$ cat config.mk
export PLATFORM = sky130hd
export DESIGN_NAME = cpu_run_ctrl
export DESIGN_NICKNAME = d
export VERILOG_FILES = /design/src/rtl/cpu_run_ctrl.sv
export SDC_FILE = /design/constraint.sdc
export NUM_CORES = 1
export LEC_CHECK = 0
export ABC_AREA = 1
export CELL_PAD_IN_SITES_DETAIL_PLACEMENT = 1
export CELL_PAD_IN_SITES_GLOBAL_PLACEMENT = 2
export CORE_AREA = 2 2 131 133
export DETAILED_ROUTE_END_ITERATION = 6
export DIE_AREA = 0 0 133 135
export DONT_BUFFER_PORTS = 1
export PLACE_DENSITY = 0.84
export SLEW_MARGIN = 20
export SYNTH_ARGS = -nofsm -noshare
export SYNTH_HDL_FRONTEND = slang
export SYNTH_SLANG_ARGS = --single-unit
$ cat constraint.sdc
create_clock -name iCLK -period 8.1 [get_ports iCLK]
set_input_delay 0.81 -clock iCLK [delete_from_list [all_inputs] [get_ports iCLK]]
set_output_delay 0.81 -clock iCLK [all_outputs]
set_load 0.01 [all_outputs]
$ cat src/rtl/cpu_run_ctrl.sv
// -----------------------------------------------------------------------------
// cpu_run_ctrl
//   Run/step/halt sequencer for the soft CPU. Produces a single-cycle CPU
//   clock-enable in the iCLK domain, with the enable period selected from a
//   priority-encoded speed-switch bank. Also provides a debounced single-step
//   key, a CPU reset sequence and a saturating count of enable pulses.
//
// Ports
//   iCLK       in   1      system clock, all logic on its rising edge
//   iRST_n     in   1      synchronous active-low reset
//   iSPEED     in   NSEL   speed switches, highest set bit wins (0 = slowest)
//   iRUN       in   1      1 = free-run mode, 0 = single-step mode
//   iKEY_n     in   1      raw step push-button (active-low, async, bouncy)
//   iCLR       in   1      synchronous CPU clear request (level)
//   iHLT       in   1      CPU halt flag
//   oCPU_EN    out  1      one-cycle CPU clock-enable pulse (registered)
//   oCPU_RST   out  1      CPU reset, active-high
//   oCYCLES    out  CYC_W  enable pulses since last reset/clear, saturating
//   oSTATE     out  2      00 RESET, 01 RUN, 10 STEP, 11 HALTED
//   oTICK_LED  out  1      toggles on every enable pulse
// -----------------------------------------------------------------------------
module cpu_run_ctrl #(
    parameter int DIV_W     = 26,
    parameter int MIN_SHIFT = 16,
    parameter int NSEL      = 9,
    parameter int DEB_W     = 20,
    parameter int CYC_W     = 32,
    parameter int RST_LEN   = 4
) (
    input  logic             iCLK,
    input  logic             iRST_n,
    input  logic [NSEL-1:0]  iSPEED,
    input  logic             iRUN,
    input  logic             iKEY_n,
    input  logic             iCLR,
    input  logic             iHLT,
    output logic             oCPU_EN,
    output logic             oCPU_RST,
    output logic [CYC_W-1:0] oCYCLES,
    output logic [1:0]       oSTATE,
    output logic             oTICK_LED
);

    localparam int TAP_W  = $clog2(DIV_W);
    localparam int SEL_W  = $clog2(NSEL + 1);
    localparam int RCNT_W = (RST_LEN > 1) ? $clog2(RST_LEN) : 1;

    typedef enum logic [1:0] {
        ST_RESET  = 2'b00,
        ST_RUN    = 2'b01,
        ST_STEP   = 2'b10,
        ST_HALTED = 2'b11
    } state_t;

    // ------------------------------------------------------------------
    // Speed selection. any_above[k] is set when some switch at index >= k
    // is on, so the number of ones in any_above[NSEL-1:0] equals
    // (highest set index + 1), or 0 when no switch is on. That count maps
    // directly onto the tap: tap = MIN_SHIFT + NSEL - count.
    // ------------------------------------------------------------------
    logic [NSEL:0]      any_above;
    logic [SEL_W-1:0]   sel_ones;
    logic [TAP_W-1:0]   tap;
    logic [DIV_W-1:0]   tap_mask;
    logic [DIV_W-1:0]   prescaler_reg;
    logic               tick;

    assign any_above[NSEL] = 1'b0;

    generate
        for (genvar gi = 0; gi < NSEL; gi++) begin : g_prio
            assign any_above[gi] = any_above[gi+1] | iSPEED[gi];
        end
    endgenerate

    always_comb begin
        sel_ones = '0;
        for (int j = 0; j < NSEL; j++) begin
            sel_ones = sel_ones + SEL_W'(any_above[j]);
        end
    end

    assign tap = TAP_W'(MIN_SHIFT + NSEL) - TAP_W'(sel_ones);

    // Mask covering prescaler bits [tap:0]
    generate
        for (genvar gi = 0; gi < DIV_W; gi++) begin : g_mask
            assign tap_mask[gi] = (TAP_W'(gi) <= tap);
        end
    endgenerate

    assign tick = &(prescaler_reg | ~tap_mask);

    always_ff @(posedge iCLK) begin
        if (!iRST_n) begin
            prescaler_reg <= '0;
        end else begin
            prescaler_reg <= prescaler_reg + DIV_W'(1);
        end
    end

    // ------------------------------------------------------------------
    // Step key: two-flop synchronizer followed by a debouncer. The counter
    // tracks how long the synchronized level has disagreed with the
    // debounced level; it flips only after 2^DEB_W consecutive disagreeing
    // cycles. A press is the cycle in which the level flips to 0.
    // ------------------------------------------------------------------
    logic             key_meta_reg;
    logic             key_sync_reg;
    logic             deb_level_reg;
    logic [DEB_W-1:0] deb_cnt_reg;
    logic             deb_flip;
    logic             press;

    assign deb_flip = (key_sync_reg != deb_level_reg) && (&deb_cnt_reg);
    assign press    = deb_flip && !key_sync_reg;

    always_ff @(posedge iCLK) begin
        if (!iRST_n) begin
            key_meta_reg  <= 1'b1;
            key_sync_reg  <= 1'b1;
            deb_level_reg <= 1'b1;
            deb_cnt_reg   <= '0;
        end else begin
            key_meta_reg <= iKEY_n;
            key_sync_reg <= key_meta_reg;
            if (key_sync_reg == deb_level_reg) begin
                deb_cnt_reg <= '0;
            end else if (deb_flip) begin
                deb_level_reg <= key_sync_reg;
                deb_cnt_reg   <= '0;
            end else begin
                deb_cnt_reg <= deb_cnt_reg + DEB_W'(1);
            end
        end
    end

    // ------------------------------------------------------------------
    // Sequencer FSM
    // ------------------------------------------------------------------
    state_t            state_reg, state_next;
    logic [RCNT_W-1:0] rst_cnt_reg, rst_cnt_next;
    logic              en_reg, en_next;
    logic [CYC_W-1:0]  cycles_reg, cycles_next;
    logic              led_reg;

    // State register
    always_ff @(posedge iCLK) begin
        if (!iRST_n) begin
            state_reg   <= ST_RESET;
            rst_cnt_reg <= '0;
            en_reg      <= 1'b0;
            cycles_reg  <= '0;
            led_reg     <= 1'b0;
        end else begin
            state_reg   <= state_next;
            rst_cnt_reg <= rst_cnt_next;
            en_reg      <= en_next;
            cycles_reg  <= cycles_next;
            led_reg     <= led_reg ^ en_next;
        end
    end

    // Next-state logic. A clear overrides everything below reset; halt and
    // mode changes take the cycle, so a same-cycle tick or press is dropped.
    always_comb begin
        state_next   = state_reg;
        rst_cnt_next = rst_cnt_reg;
        en_next      = 1'b0;
        if (iCLR) begin
            state_next   = ST_RESET;
            rst_cnt_next = '0;
        end else begin
            unique case (state_reg)
                ST_RESET: begin
                    if (rst_cnt_reg == RCNT_W'(RST_LEN - 1)) begin
                        state_next   = iRUN ? ST_RUN : ST_STEP;
                        rst_cnt_next = '0;
                    end else begin
                        rst_cnt_next = rst_cnt_reg + RCNT_W'(1);
                    end
                end
                ST_RUN: begin
                    if (iHLT)       state_next = ST_HALTED;
                    else if (!iRUN) state_next = ST_STEP;
                    else            en_next    = tick;
                end
                ST_STEP: begin
                    if (iHLT)      state_next = ST_HALTED;
                    else if (iRUN) state_next = ST_RUN;
                    else           en_next    = press;
                end
                default: begin
                    state_next = ST_HALTED;
                end
            endcase
        end

        // Counter advances on the edge that registers the pulse, so the new
        // value appears together with oCPU_EN.
        if (iCLR) begin
            cycles_next = '0;
        end else if (en_next && !(&cycles_reg)) begin
            cycles_next = cycles_reg + CYC_W'(1);
        end else begin
            cycles_next = cycles_reg;
        end
    end

    // Output logic
    always_comb begin
        oCPU_RST  = (state_reg == ST_RESET);
        oSTATE    = state_reg;
        oCPU_EN   = en_reg;
        oCYCLES   = cycles_reg;
        oTICK_LED = led_reg;
    end

endmodule

Word level (Yosys, flattened, before mapping)
Index checks and enable logic that the tools add are counted.
{"block": "totals", "elab_cells": 97, "inputBits": 15, "regBits": 87}
{"block": "classes", "n_reduce_logical": 13, "bitwise_logic": 13, "mux": 14, "order_cmp": 26, "addsub": 13, "n_eq_ne": 8}
{"cell": "5-bit less-or-equal comparator, first input constant", "n": 10}
{"cell": "4-bit by 5-bit less-or-equal comparator with 1-bit output, first input constant", "n": 8}
{"cell": "32-bit by 1-bit adder with 32-bit output, second input constant", "n": 1}
{"cell": "32-bit AND reduction", "n": 1}
{"cell": "26-bit by 1-bit adder with 26-bit output, second input constant", "n": 1}
{"cell": "26-bit inverter", "n": 1}
{"cell": "26-bit bitwise OR", "n": 1}
{"cell": "26-bit AND reduction", "n": 1}
{"cell": "20-bit by 1-bit adder with 20-bit output, second input constant", "n": 1}
{"cell": "4-bit by 1-bit adder with 4-bit output", "n": 5}
{"cell": "3-bit by 5-bit less-or-equal comparator with 1-bit output, first input constant", "n": 4}
{"cell": "20-bit AND reduction", "n": 1}
{"cell": "2-bit two-way mux", "n": 7}
{"cell": "1-bit by 5-bit less-or-equal comparator with 1-bit output, first input constant", "n": 2}
{"cell": "2-bit by 5-bit less-or-equal comparator with 1-bit output, first input constant", "n": 2}
{"cell": "1-bit bitwise OR", "n": 8}
{"cell": "3-bit inequality test, second input constant", "n": 2}
{"cell": "2-bit one-hot mux with 3 select lines", "n": 1}
{"cell": "1-bit two-way mux", "n": 5}
{"cell": "5-bit by 4-bit subtractor with 5-bit output, first input constant", "n": 1}
{"cell": "3-bit by 1-bit adder with 4-bit output", "n": 1}
{"cell": "2-bit == test, second input constant", "n": 2}
{"cell": "2-bit by 1-bit adder with 3-bit output", "n": 1}
{"cell": "1-bit logical AND", "n": 3}
{"cell": "other kinds (15)", "n": 17}

Depth between registers and ports, before layout
{"block": "depth", "word_depth": 26, "ltp_mapped": 35}

Least setup slack after synthesis
Ideal clock, no wire load.
{"block": "synth_timing", "kind": "input port to flip-flop", "from": "input port iSPEED[7]", "to": "register cycles_reg[0], in the netlist oCYCLES[0]", "path_slack_ns": 3.205, "t_required_ns": 7.972, "arrival_time_ns": 4.767, "n_path_buf": 2, "setup_time_ns": 0.128, "stages": 28, "cell_sequence": "nor4_1 inv_1 nor2_1 inv_1 nor2_1 nand3b_1 nor2_1 ha_1 nor2_1 ha_1 inv_1 fa_1 ha_1 a21o_1 fa_1 buf_2 inv_1 nor2_2 nand3_1 nand2_1 nand3_1 nor3_2 nand3_1 o21bai_4 buf_6 nand3_4 nor2_1 nor3b_2"}
{"block": "synth_between", "elab_chain_cells": 26, "word_cells_on_any_way": 51}
{"item": "from (decl)", "line": "32", "source": "input logic [NSEL-1:0] iSPEED,"}
{"item": "1-bit bitwise OR *", "line": "72", "source": "assign any_above[gi] = any_above[gi+1] | iSPEED[gi];"}
{"item": "1-bit bitwise OR (7 in a row)", "line": "72"}
{"item": "1-bit by 1-bit adder with 2-bit output", "line": "79", "source": "sel_ones = sel_ones + SEL_W'(any_above[j]);"}
{"item": "2-bit by 1-bit adder with 3-bit output", "line": "79"}
{"item": "3-bit by 1-bit adder with 4-bit output", "line": "79"}
{"item": "4-bit by 1-bit adder with 4-bit output (3 in a row)", "line": "79"}
{"item": "4-bit by 1-bit adder with 4-bit output * (2 in a row)", "line": "79"}
{"item": "5-bit by 4-bit subtractor with 5-bit output *", "line": "83", "source": "assign tap = TAP_W'(MIN_SHIFT + NSEL) - TAP_W'(sel_ones);"}
{"item": "1-bit by 5-bit less-or-equal comparator with 1-bit output (tied with other cells)", "line": "88", "source": "assign tap_mask[gi] = (TAP_W'(gi) <= tap);"}
{"item": "26-bit inverter *", "line": "92", "source": "assign tick = &(prescaler_reg | ~tap_mask);"}
{"item": "26-bit bitwise OR *", "line": "92"}
{"item": "26-bit AND reduction *", "line": "92"}
{"item": "1-bit two-way mux *", "line": "185", "source": "else if (!iRUN) state_next = ST_STEP;"}
{"item": "1-bit two-way mux *", "line": "184", "source": "if (iHLT) state_next = ST_HALTED;"}
{"item": "1-bit one-hot mux with 2 select lines *", "line": "174", "source": "unique case (state_reg)"}
{"item": "1-bit two-way mux *", "line": "170", "source": "if (iCLR) begin"}
{"item": "1-bit logical AND *", "line": "203", "source": "end else if (en_next && !(&cycles_reg)) begin"}
{"item": "to (signal assigned)", "line": "159", "source": "cycles_reg <= cycles_next;"}
{"item": "to (decl)", "line": "144", "source": "logic [CYC_W-1:0] cycles_reg, cycles_next;"}
Every way passes the cells marked *; elsewhere a longest branch is shown, timed or not.
A chain may end at the register's enable or synchronous reset.

Final worst setup path
{"block": "layout_timing", "from": "input port iSPEED[7]", "to": "register cycles_reg[6], in the netlist oCYCLES[6]"}
The elaborated chain is that of the path after synthesis.

==> impl_metrics.tcl <==
set metrics [dict create \
    fill_cells 2136 \
    start_kind "primary input" \
    dp_hpwl_um 11300 \
    cts_buffers 9 \
    detail_route.first_pass.iterations 4 \
    cpPeakStageDelay_ns 0.79 \
    synthesis.nets 888 \
    io_buffers 0 \
    synthDominantCellAreaShare_pct 30.6 \
    startpoint "iSPEED[7]" \
    clockPowerShare_pct 44.3 \
    yosys.area.top_type "dfxtp_1" \
    num_rows 47 \
    power.static_leakage_nw 2.59 \
    post-cts-setup-buffers 0 \
    ioPinCount 52 \
    drive_gt1_share_pct 9.64 \
    max_freq_ghz 0.175 \
    postSynthCellCount 851 \
    worst_pin_slew_ns 1.02 \
    wl_per_cell_um 13.7 \
    yosysWarnings 0 \
    cts.repair.resized 0 \
    finClkSkew_ns 0.00760 \
    fin_nets 883 \
    grtUsageTotal_pct 17.5 \
    power_frac_seq_pct 42.3 \
    antenna_cells 0 \
    start_util_pct 34.7 \
    drtIter0Drc 146 \
    grt.overflow.total 0 \
    reg2reg_depth 11 \
    cts_hold_buffers 0 \
    crit_required_ns 8.34 \
    die_h_um 135 \
    clk_latency_ns 0.35 \
    grt_pass1_vias 5232 \
    p_per_area_nw_per_um2 165 \
    p_int_w 0.000744 \
    rsz0062_at_grt "no" \
    grt_max_degree 32 \
    crit_type "in -> reg" \
    final_cell_mix "nand2_1, inv_1, nor2_1" \
    core_um2 16400 \
    synth.avg_cell_area_um2 6.70 \
    ys_types 47 \
    yosys_most_used_dff "dfxtp_1" \
    timing.hold.ws_ns 0.429 \
    cts_tree "done" \
    postSynthRegisterBits 87 \
    post-route-min-period_ns 5.71 \
    total_power_w 0.00102 \
    hold_depth 1 \
    synthTopCellsByArea "dfxtp_1, nand2_1, inv_1, nor2_1, nand4_2" \
    drtAntennaViolNets 0 \
    hold_path.class "reg -> reg" \
    endpoint_kind "flop" \
    setup_violations 0 \
    dpl_cell_area_um2 5880 \
    p_sw_w 0.000280 \
    synth-edff-count 0 \
    root_buffer "clkbuf_16" \
    fin_tns_setup_ns 0 \
    clk_pin_slew_ns 0.07 \
    final_util_pct 37.8 \
    crit_top_cell "nor2_1" \
    h-tree-depth 3 \
    drc 0 \
    maxCapViolCount 0 \
    die_area_um2 18000 \
    gp_congestion 0.848 \
    viasPerCell 4.80 \
    ir_drop_mv 0.116 \
    syn_area_um2 5700 \
    pwr-share-comb_pct 13.5 \
    drv_slew 0 \
    final_common_cell "nand2_1" \
    crit_fanout 30 \
    antenna_found_initial 0 \
    worstSetupEndpoint "oCYCLES[6]" \
    r2r_start "oSTATE[1]" \
    synthToLayoutAreaGrowth_pct 8.74 \
    status "complete, no violations" \
    postLayoutCellArea_um2 6200 \
    arrival_ns 5.95 \
    route.vias.total 5140 \
    wl_um 14700 \
    finalHoldViolCount 0 \
    async_reset_ff_share_pct 0 \
    max_slew_margin_pct 31.7 \
    ys_seq_area_share_pct 30.6 \
    rrSetupSlack_ns 5.31 \
    clock_path_buffers 2 \
    largest_register_ffs 32 \
    grt_pass1_wl_um 25600 \
    cts.sinks 87 \
    netSwitchingFraction_pct 27.3 \
    crit_slowest_cell "o21bai_4" \
    worstReg2RegEnd "oCYCLES[6]" \
    period_share_pct 70.5 \
    die_x_um 133 \
]
## stage by stage
stage / setup WS, ns / std cells
6_report: 2.39 / 1071
5_1_grt: 1.78 / 1071
4_1_cts: 2.36 / 1071
3_5_place_dp: 2.00 / 1055
3_3_place_gp: 2.12 / 1055
2_1_floorplan: 3.20 / 851
## synth_stat cells, types with 4 or more instances
| master | count |
|---|---|
| clkbuf_1 | 5 |
| nor3b_1 | 6 |
| a211oi_1 | 4 |
| nor4_1 | 10 |
| nand2_2 | 5 |
| nand3b_1 | 5 |
| nor3_1 | 25 |
| nand4_2 | 23 |
| nand2_1 | 185 |
| nand3_2 | 7 |
| o21ai_0 | 19 |
| inv_1 | 164 |
| or2_2 | 5 |
| nand4_1 | 19 |
| o21bai_1 | 23 |
| ha_1 | 20 |
| buf_6 | 6 |
| nor2_2 | 6 |
| nand3_1 | 41 |
| nor2_1 | 115 |
| a21oi_1 | 29 |
| buf_2 | 6 |
| dfxtp_1 | 87 |
## layer usage
layer	share of wire (%)	global-route usage, %	vias up	wire length [um]
li1	-	-	2695	-
met1	50	23.4	2360	7330
met2	44	28.0	72	6500
met3	4.8	4.69	13	703
met4	1.2	4.78	0	171
met5	0	0	-	0
## worst max-delay path, delay by kind of cell
family / cells / cell delay, ns
adders and majority gates: 5 / 1.76
AOI/OAI and AO/OA: 3 / 1.17
buffers and inverters: 4 / 0.36
and+or+nand+nor: 14 / 1.84
## kinds of logic after synthesis
kind of cell / synth area share [%]
DFF: 30.6
buffers and inverters: 13.3
adders and majority gates: 5.09
xor gates and xnor gates: 0.769
and+or+nand+nor: 40.9
AOI/OAI and AO/OA: 9.33
## final cells by class
class,instances,area [um2],area share [%]
Tap cell,220,275,4.44
Clock inverter,7,95.1,1.53
Clock buffer,9,225,3.63
Timing Repair Buffer,3,22.5,0.363
Inverter,168,631,10.2
Multi-Input combinational cell,577,3210,51.7
Sequential cell,87,1740,28.1
## power by group through the flow
stage	combinational, W	clock (W)	sequential, W
finish	0.000138	0.000453	0.000433
floorplan	0.000109	0	0.000442
global route	0.000158	0.000487	0.000433
CTS	0.000138	0.000469	0.000433
global placement	0.000136	0	0.000443
detailed placement	0.000137	0	0.000443
## worst min path at each step
stage / slack [ns] / to / start
3_3_place_gp: 0.40 / key_sync_reg / key_meta_reg
5_1_grt: 0.44 / key_sync_reg / key_meta_reg
3_5_place_dp: 0.42 / key_sync_reg / key_meta_reg
4_1_cts: 0.44 / key_sync_reg / key_meta_reg
2_1_floorplan: 0.39 / key_sync_reg / key_meta_reg
6_report: 0.43 / key_sync_reg / key_meta_reg
(Power assumes the default switching activity.)
